[config.mk]
export PLATFORM = sky130hd
export DESIGN_NAME = tbird_turn_ctrl
export DESIGN_NICKNAME = d
export VERILOG_FILES = /design/src/rtl/tbird_turn_ctrl.sv
export SDC_FILE = /design/constraint.sdc
export NUM_CORES = 1
export LEC_CHECK = 0
export CAP_MARGIN = 15
export CORE_MARGIN = 2
export CORE_UTILIZATION = 50
export CTS_CLUSTER_DIAMETER = 50
export DETAILED_ROUTE_END_ITERATION = 10
export GPL_ROUTABILITY_DRIVEN = 0
export PLACE_DENSITY = 0.73
export SLEW_MARGIN = 20
export SYNTH_ARGS = -nofsm -noshare
export SYNTH_HDL_FRONTEND = slang
export SYNTH_SLANG_ARGS = --single-unit
export TNS_END_PERCENT = 20
[constraint.sdc]
create_clock -name clk -period 2 [get_ports clk]
set_clock_uncertainty 0.15 [all_clocks]
set_input_delay 0.2 -clock clk [delete_from_list [all_inputs] [get_ports clk]]
set_output_delay 0.2 -clock clk [all_outputs]
set_load 0.005 [all_outputs]
[src/rtl/tbird_turn_ctrl.sv]
`default_nettype none
// ============================================================================
// tbird_turn_ctrl - switch conditioning, step prescaler and sweep-aligned
// mode sequencing for the tail-light sequencers.   Revision: 1.0
// ============================================================================

module tbird_turn_ctrl_cond #(
  parameter int DEB = 500_000
) (
  input  logic clk,
  input  logic reset_n,
  input  logic raw,
  output logic level
);
  localparam int            CW       = (DEB > 1) ? $clog2(DEB) : 1;
  localparam logic [CW-1:0] CNT_LAST = CW'(DEB - 1);

  logic          sync_a;
  logic          sync_b;
  logic [CW-1:0] cnt;

  // The count only advances while the synchronized value disagrees with the
  // accepted level; any agreement (a bounce back) restarts it.
  always_ff @(posedge clk or negedge reset_n) begin
    if (!reset_n) begin
      sync_a <= 1'b0;
      sync_b <= 1'b0;
      level  <= 1'b0;
      cnt    <= '0;
    end else begin
      sync_a <= raw;
      sync_b <= sync_a;
      if (sync_b == level) begin
        cnt <= '0;
      end else if (cnt == CNT_LAST) begin
        level <= sync_b;
        cnt   <= '0;
      end else begin
        cnt <= cnt + CW'(1);
      end
    end
  end
endmodule

module tbird_turn_ctrl_presc #(
  parameter int DIV = 12_500_000
) (
  input  logic clk,
  input  logic reset_n,
  output logic tick
);
  localparam int            PW       = $clog2(DIV);
  localparam logic [PW-1:0] CNT_LAST = PW'(DIV - 1);

  logic [PW-1:0] cnt;

  assign tick = (cnt == CNT_LAST);

  always_ff @(posedge clk or negedge reset_n) begin
    if (!reset_n) begin
      cnt <= '0;
    end else if (tick) begin
      cnt <= '0;
    end else begin
      cnt <= cnt + PW'(1);
    end
  end
endmodule

module tbird_turn_ctrl #(
  parameter int DIV     = 12_500_000,
  parameter int DEB     = 500_000,
  parameter int SEQ_LEN = 4
) (
  input  logic                       clk,
  input  logic                       reset_n,
  input  logic                       turn_left_raw,
  input  logic                       turn_right_raw,
  input  logic                       hazard_raw,
  output logic                       step,
  output logic                       left_en,
  output logic                       right_en,
  output logic [1:0]                 mode,
  output logic [$clog2(SEQ_LEN)-1:0] phase
);
  localparam int            SW      = $clog2(SEQ_LEN);
  localparam logic [SW-1:0] PH_LAST = SW'(SEQ_LEN - 1);

  typedef enum logic [1:0] {
    MODE_IDLE   = 2'd0,
    MODE_LEFT   = 2'd1,
    MODE_RIGHT  = 2'd2,
    MODE_HAZARD = 2'd3
  } mode_t;

  logic [2:0]    raw_vec;
  logic [2:0]    lvl;
  logic          tick;
  mode_t         req;
  mode_t         mode_q;
  mode_t         mode_d;
  logic [SW-1:0] phase_q;
  logic [SW-1:0] phase_d;
  logic          step_q;
  logic          step_d;

  assign raw_vec = {hazard_raw, turn_right_raw, turn_left_raw};

  for (genvar gi = 0; gi < 3; gi++) begin : g_cond
    tbird_turn_ctrl_cond #(
      .DEB(DEB)
    ) u_cond (
      .clk    (clk),
      .reset_n(reset_n),
      .raw    (raw_vec[gi]),
      .level  (lvl[gi])
    );
  end

  tbird_turn_ctrl_presc #(
    .DIV(DIV)
  ) u_presc (
    .clk    (clk),
    .reset_n(reset_n),
    .tick   (tick)
  );

  always_comb begin
    req = MODE_IDLE;
    if (lvl[2] || (lvl[0] && lvl[1])) begin
      req = MODE_HAZARD;
    end else if (lvl[0]) begin
      req = MODE_LEFT;
    end else if (lvl[1]) begin
      req = MODE_RIGHT;
    end
  end

  always_ff @(posedge clk or negedge reset_n) begin
    if (!reset_n) begin
      mode_q  <= MODE_IDLE;
      phase_q <= '0;
      step_q  <= 1'b0;
    end else begin
      mode_q  <= mode_d;
      phase_q <= phase_d;
      step_q  <= step_d;
    end
  end

  // A new request is only taken from IDLE or on the tick that closes a sweep,
  // so the downstream lamp pattern always completes.
  always_comb begin
    mode_d  = mode_q;
    phase_d = phase_q;
    step_d  = tick && (mode_q != MODE_IDLE);
    if (tick) begin
      if (mode_q == MODE_IDLE) begin
        mode_d = req;
      end else if (phase_q == PH_LAST) begin
        phase_d = '0;
        mode_d  = req;
      end else begin
        phase_d = phase_q + SW'(1);
      end
    end
  end

  assign step     = step_q;
  assign mode     = mode_q;
  assign phase    = phase_q;
  assign left_en  = (mode_q == MODE_LEFT)  || (mode_q == MODE_HAZARD);
  assign right_en = (mode_q == MODE_RIGHT) || (mode_q == MODE_HAZARD);

endmodule

`default_nettype wire

# Word-level counts from Yosys, hierarchy flattened
# Cells that the tools add are included.
# word_totals
inputBits,5
reg_bits,95
word_cells,62
out_inout_bits,7
# classes
bitwise,4
n_mux,13
add_sub_neg,5
n_eq_ne,11
reduce_logical,13
# op_table
cell,count
$mux W19,6
$add A19 B1 Y19 const B,3
$eq A19 B19 Y1 const B,3
$add A24 B1 Y24 const B,1
$eq A24 B24 Y1 const B,1
$mux W24,1
$mux W2,6
$reduce_and A2 Y1,5
$eq A2 B2 Y1 const B,3
$not A1 Y1,4
$reduce_bool A2 Y1,2
$eq A1 B1 Y1,3
$logic_or A1 B1 Y1,3
$add A2 B1 Y2 const B,1
$eq A2 B1 Y1 const B,1
$logic_and A1 B1 Y1,2
$logic_not A2 Y1,1

# Logic depth before layout (Yosys ltp)
# logic_depth
ltp_word,5
depth_mapped,7

# By module
# A second synthesis with hierarchy kept.
# unflattened
hier_cells,451
area_unflattened_um2,4643.2
# by_module_without_submodules
module,seq_area_each_um2,n_inst,cells_each,area_each_um2
tbird_turn_ctrl_cond (g_cond[0].u_cond ...),550.5,2,105,1079.8
tbird_turn_ctrl_presc,600.6,1,116,1177.4
tbird_turn_ctrl_cond (g_cond[1].u_cond),550.5,1,105,1073.5
tbird_turn_ctrl,125.1,1,20,232.7

# Worst setup path before layout
# No wires, ideal clock.
# synth_path
path_kind,reg2reg
startpoint,register g_cond[2].u_cond.cnt[0]
endpoint,register g_cond[2].u_cond.cnt[18]
required_ns,1.772
setup_ns,0.078
synth_period_minus_slack_ns,2.001
path_stages_with_launch,7
arrival_ns,1.774
setup_slack_ns,-0.001
cell_sequence,dfrtp_1 ha_1 and4_1 clkbuf_1 nand4_1 or4_1 a21oi_1
# synth_between
elab_chain_len,3
# synth_lines
item,line_no,source
from (decl),20,logic [CW-1:0] cnt;
from (signal assigned),39,cnt <= cnt + CW'(1);
$add A19 B1 Y19 / $eq A19 B19 Y1 (equally long branches),"39, 35",
$mux W19 (*),35,end else if (cnt == CNT_LAST) begin
$mux W19 (*),33,if (sync_b == level) begin
# Every way passes the cells marked *; elsewhere a longest branch is shown, timed or not.
# A chain may end at the register's enable or synchronous reset.

# Worst setup path in the final report
# layout_path
startpoint,register u_presc.cnt[9]
endpoint,register u_presc.cnt[19]
# layout_between
elab_chain_len,2
# layout_lines
item,line_no,source
from (decl),55,logic [PW-1:0] cnt;
from (signal assigned),65,cnt <= cnt + PW'(1);
$add A24 B1 Y24 / $eq A24 B24 Y1 (equally long branches),"65, 57",
$mux W24 (*),62,end else if (tick) begin
# Marks and branches as above.

==> impl_metrics.tcl <==
set metrics [dict create \
    async_flop_share 1.000 \
    grt_pass1_vias 3413 \
    num_rows 34 \
    grt_pass1_wl_mm 15.42 \
    utilization 0.6119 \
    htreeDepth 3 \
    peakVddDrop_uv 296.9 \
    cp-end-kind "flip-flop" \
    drc 0 \
    ys.flop_type "dfrtp_1" \
    die_h_um 99.24 \
    syn-num-nets 453 \
    yosysWarnings 0 \
    fin_crit_sh 0.9802 \
    dp_slack_ps 4.835 \
    n_fill_cell 738 \
    antenna_found_initial 0 \
    start_util 0.5176 \
    cts_root_buffer "clkbuf_8" \
    dr.first_iter.drc_count 173 \
    crit_required_ps 2140 \
    cp_num_buf_inv 1 \
    syn_inst 443 \
    n_antenna_cell 0 \
    clk_pin_slew_ps 90 \
    grt_usage 0.1920 \
    max_stage_delay_ps 520 \
    crit_chain "nand4_1 > buf_4 > or2_2 > or4_1 > a21oi_2" \
    max_freq_ghz 0.5101 \
    dieArea_um2 9849 \
    crit_arrival_ps 2100 \
    port_buffers 11 \
    criticalPathCategory "reg2reg" \
    numCtsBuffers 9 \
    p_leak_uw 0.002218 \
    crit_slowest_cell "or4_1" \
    worstMarginPinSlew_ps 472.3 \
    path_max_fanout 5 \
    area_growth_pct 18.23 \
    powerDensity_nw_per_um2 620.7 \
    routed_wl_mm 9.038 \
    tritoncts "yes" \
    ant_nets 0 \
    core_um2 8763 \
    synth_edf_count 0 \
    stdcell_count 610 \
    viasPerCell 5.730 \
    die_x_um 99.24 \
    relSlewSlack 0.6852 \
    cts.sinks 95 \
    slew_violations 0 \
    worst_hold_path_type "in2reg" \
    hold_violations 0 \
    drt-pass1-iter-count 4 \
    cp-start-kind "flip-flop" \
    setup_viol 0 \
    clock_path_buffers 2 \
    syn_avg_cell_area_um2 10.24 \
    ys_types 39 \
    nNetsFinal 507 \
    synth_area_um2 4536 \
    drive_gt1_frac 0.1952 \
    tns_ps 0 \
    wire_per_inst_um 14.82 \
    clock_latency_ps 360 \
    critPathTopFamily "simple AND/OR/NAND/NOR gates" \
    io_pins 12 \
    gr-total-overflow 0 \
    ys_ff_latch 95 \
    min_period_ps 1960 \
    status "completed" \
    via_count 3495 \
    finalWorstSetupSlack_ps 39.69 \
    grt_max_degree 46 \
    yosysSeqAreaShare 0.5241 \
    maxCapViolations 0 \
    rsz0062_at_grt "true" \
    dp_cells 580 \
    hpwl_mm 6.264 \
]
==> repair_timing <==
action | in CTS | in global routing
pin swaps | 0 | 10
hold endpoints to repair | 33 | 0
setup buffers | 0 | 13
gates resized for setup | 1 | 23
hold buffers | 1 | 0
endpoints found under the setup margin | 1 | 27
==> worst paths after layout <==
| path | startpoint | to | slack, ps | cells past startpoint |
|---|---|---|---|---|
| min | turn_right_raw | g_cond[1].u_cond.sync_a | 130 | 1 |
| min reg2reg | g_cond[1].u_cond.sync_a | g_cond[1].u_cond.sync_b | 210 | 0 |
| min in group asynchronous | reset_n | g_cond[2].u_cond.cnt[11] | 190 | 2 |
| max | u_presc.cnt[9] | u_presc.cnt[19] | 40 | 5 |
| max reg2reg | u_presc.cnt[9] | u_presc.cnt[19] | 40 | 5 |
| max in group asynchronous | reset_n | u_presc.cnt[1] | 890 | 3 |
==> state kept, by name (all words and copies together) (netlist names) <==
| name | count |
|---|---|
| g_cond.u_cond.cnt | 57 |
| g_cond.u_cond.level | 3 |
| g_cond.u_cond.sync_a | 3 |
| g_cond.u_cond.sync_b | 3 |
| mode | 2 |
| phase | 2 |
| step | 1 |
| u_presc.cnt | 24 |
==> placed cells by master, fill, tap and decap left out, types with 4 or more instances in the layout <==
cell and instances:
clkbuf_8 10, dfrtp_1 87, nand3_1 22, inv_1 13, or3_1 9, clkdlybuf4s50_1 10
ha_1 4, o22ai_1 4, nor4_1 13, and2_1 5, and4_1 9, nand4_1 27
o21ai_0 10, xor2_1 32, nor3_1 5, o31ai_1 10, dfrtp_2 8, buf_4 45
nor2_1 58, nand2_1 23, or4_1 10, a21oi_1 18, xnor2_1 22
==> cell usage after synthesis (3+ instances only) <==
master	n	area (µm²)
a21oi_1	20	100.1
and2_1	5	31.28
and3_1	3	18.77
and4_1	9	78.83
buf_2	7	35.03
clkbuf_1	8	30.03
dfrtp_1	95	2377
ha_1	5	62.56
inv_1	13	48.80
mux2_2	5	56.30
nand2_1	23	86.33
nand3_1	23	115.1
nand4_1	27	168.9
nor2_1	58	217.7
nor3_1	6	30.03
nor4_1	14	87.58
nor4b_1	4	35.03
o21ai_0	10	50.05
o22ai_1	4	25.02
o31ai_1	10	75.07
or3_1	12	75.07
or4_1	10	75.07
xnor2_1	22	192.7
xor2_1	32	280.3
==> power breakdown <==
part / internal (µW) / leakage [µW] / switching (µW) / total [µW]
clock network: 613 / 0.000103 / 646 / 1260
registers: 1940 / 0.00128 / 16.8 / 1960
logic: 38.9 / 0.000837 / 74.3 / 113
==> layer usage <==
metal,vias up,GRT usage,share of wire
li1,1709,-,-
met1,1705,0.2540,0.46
met2,62,0.3165,0.49
met3,19,0.04076,0.036
met4,0,0.06428,0.014
met5,-,0,0
==> kinds of logic after synthesis <==
logic type	count (synthesis)	share of synthesized area
AOI/OAI and AO/OA	50	0.06924
buffers and inverters	28	0.02510
muxes	6	0.01462
and+or+nand+nor	205	0.2488
adders and majority gates	5	0.01379
xor gates and xnor gates	54	0.1043
DFF	95	0.5241
==> per-stage QoR <==
step	power (µW)	hold WS (ps)	instance area [µm²]
finish	3329	132.7	5363
global route	3477	123.4	5363
CTS	3369	123.7	5187
detailed placement	2110	40.70	4974
global placement	2104	29.20	4974
floorplan	2035	-245.6	4537
==> final cells by class <==
cell class                 count  area [µm²]  share of cell area
sequential                    95        2387              0.4452
multi-input combinational    320        2113              0.3941
timing repair buffer          58       479.2             0.08936
clock buffer                  11       141.4             0.02636
tap                          108       135.1             0.02520
clock inverter                 5       57.56             0.01073
inverter                      13       48.80            0.009099
Power figures use the tool's default switching activity.
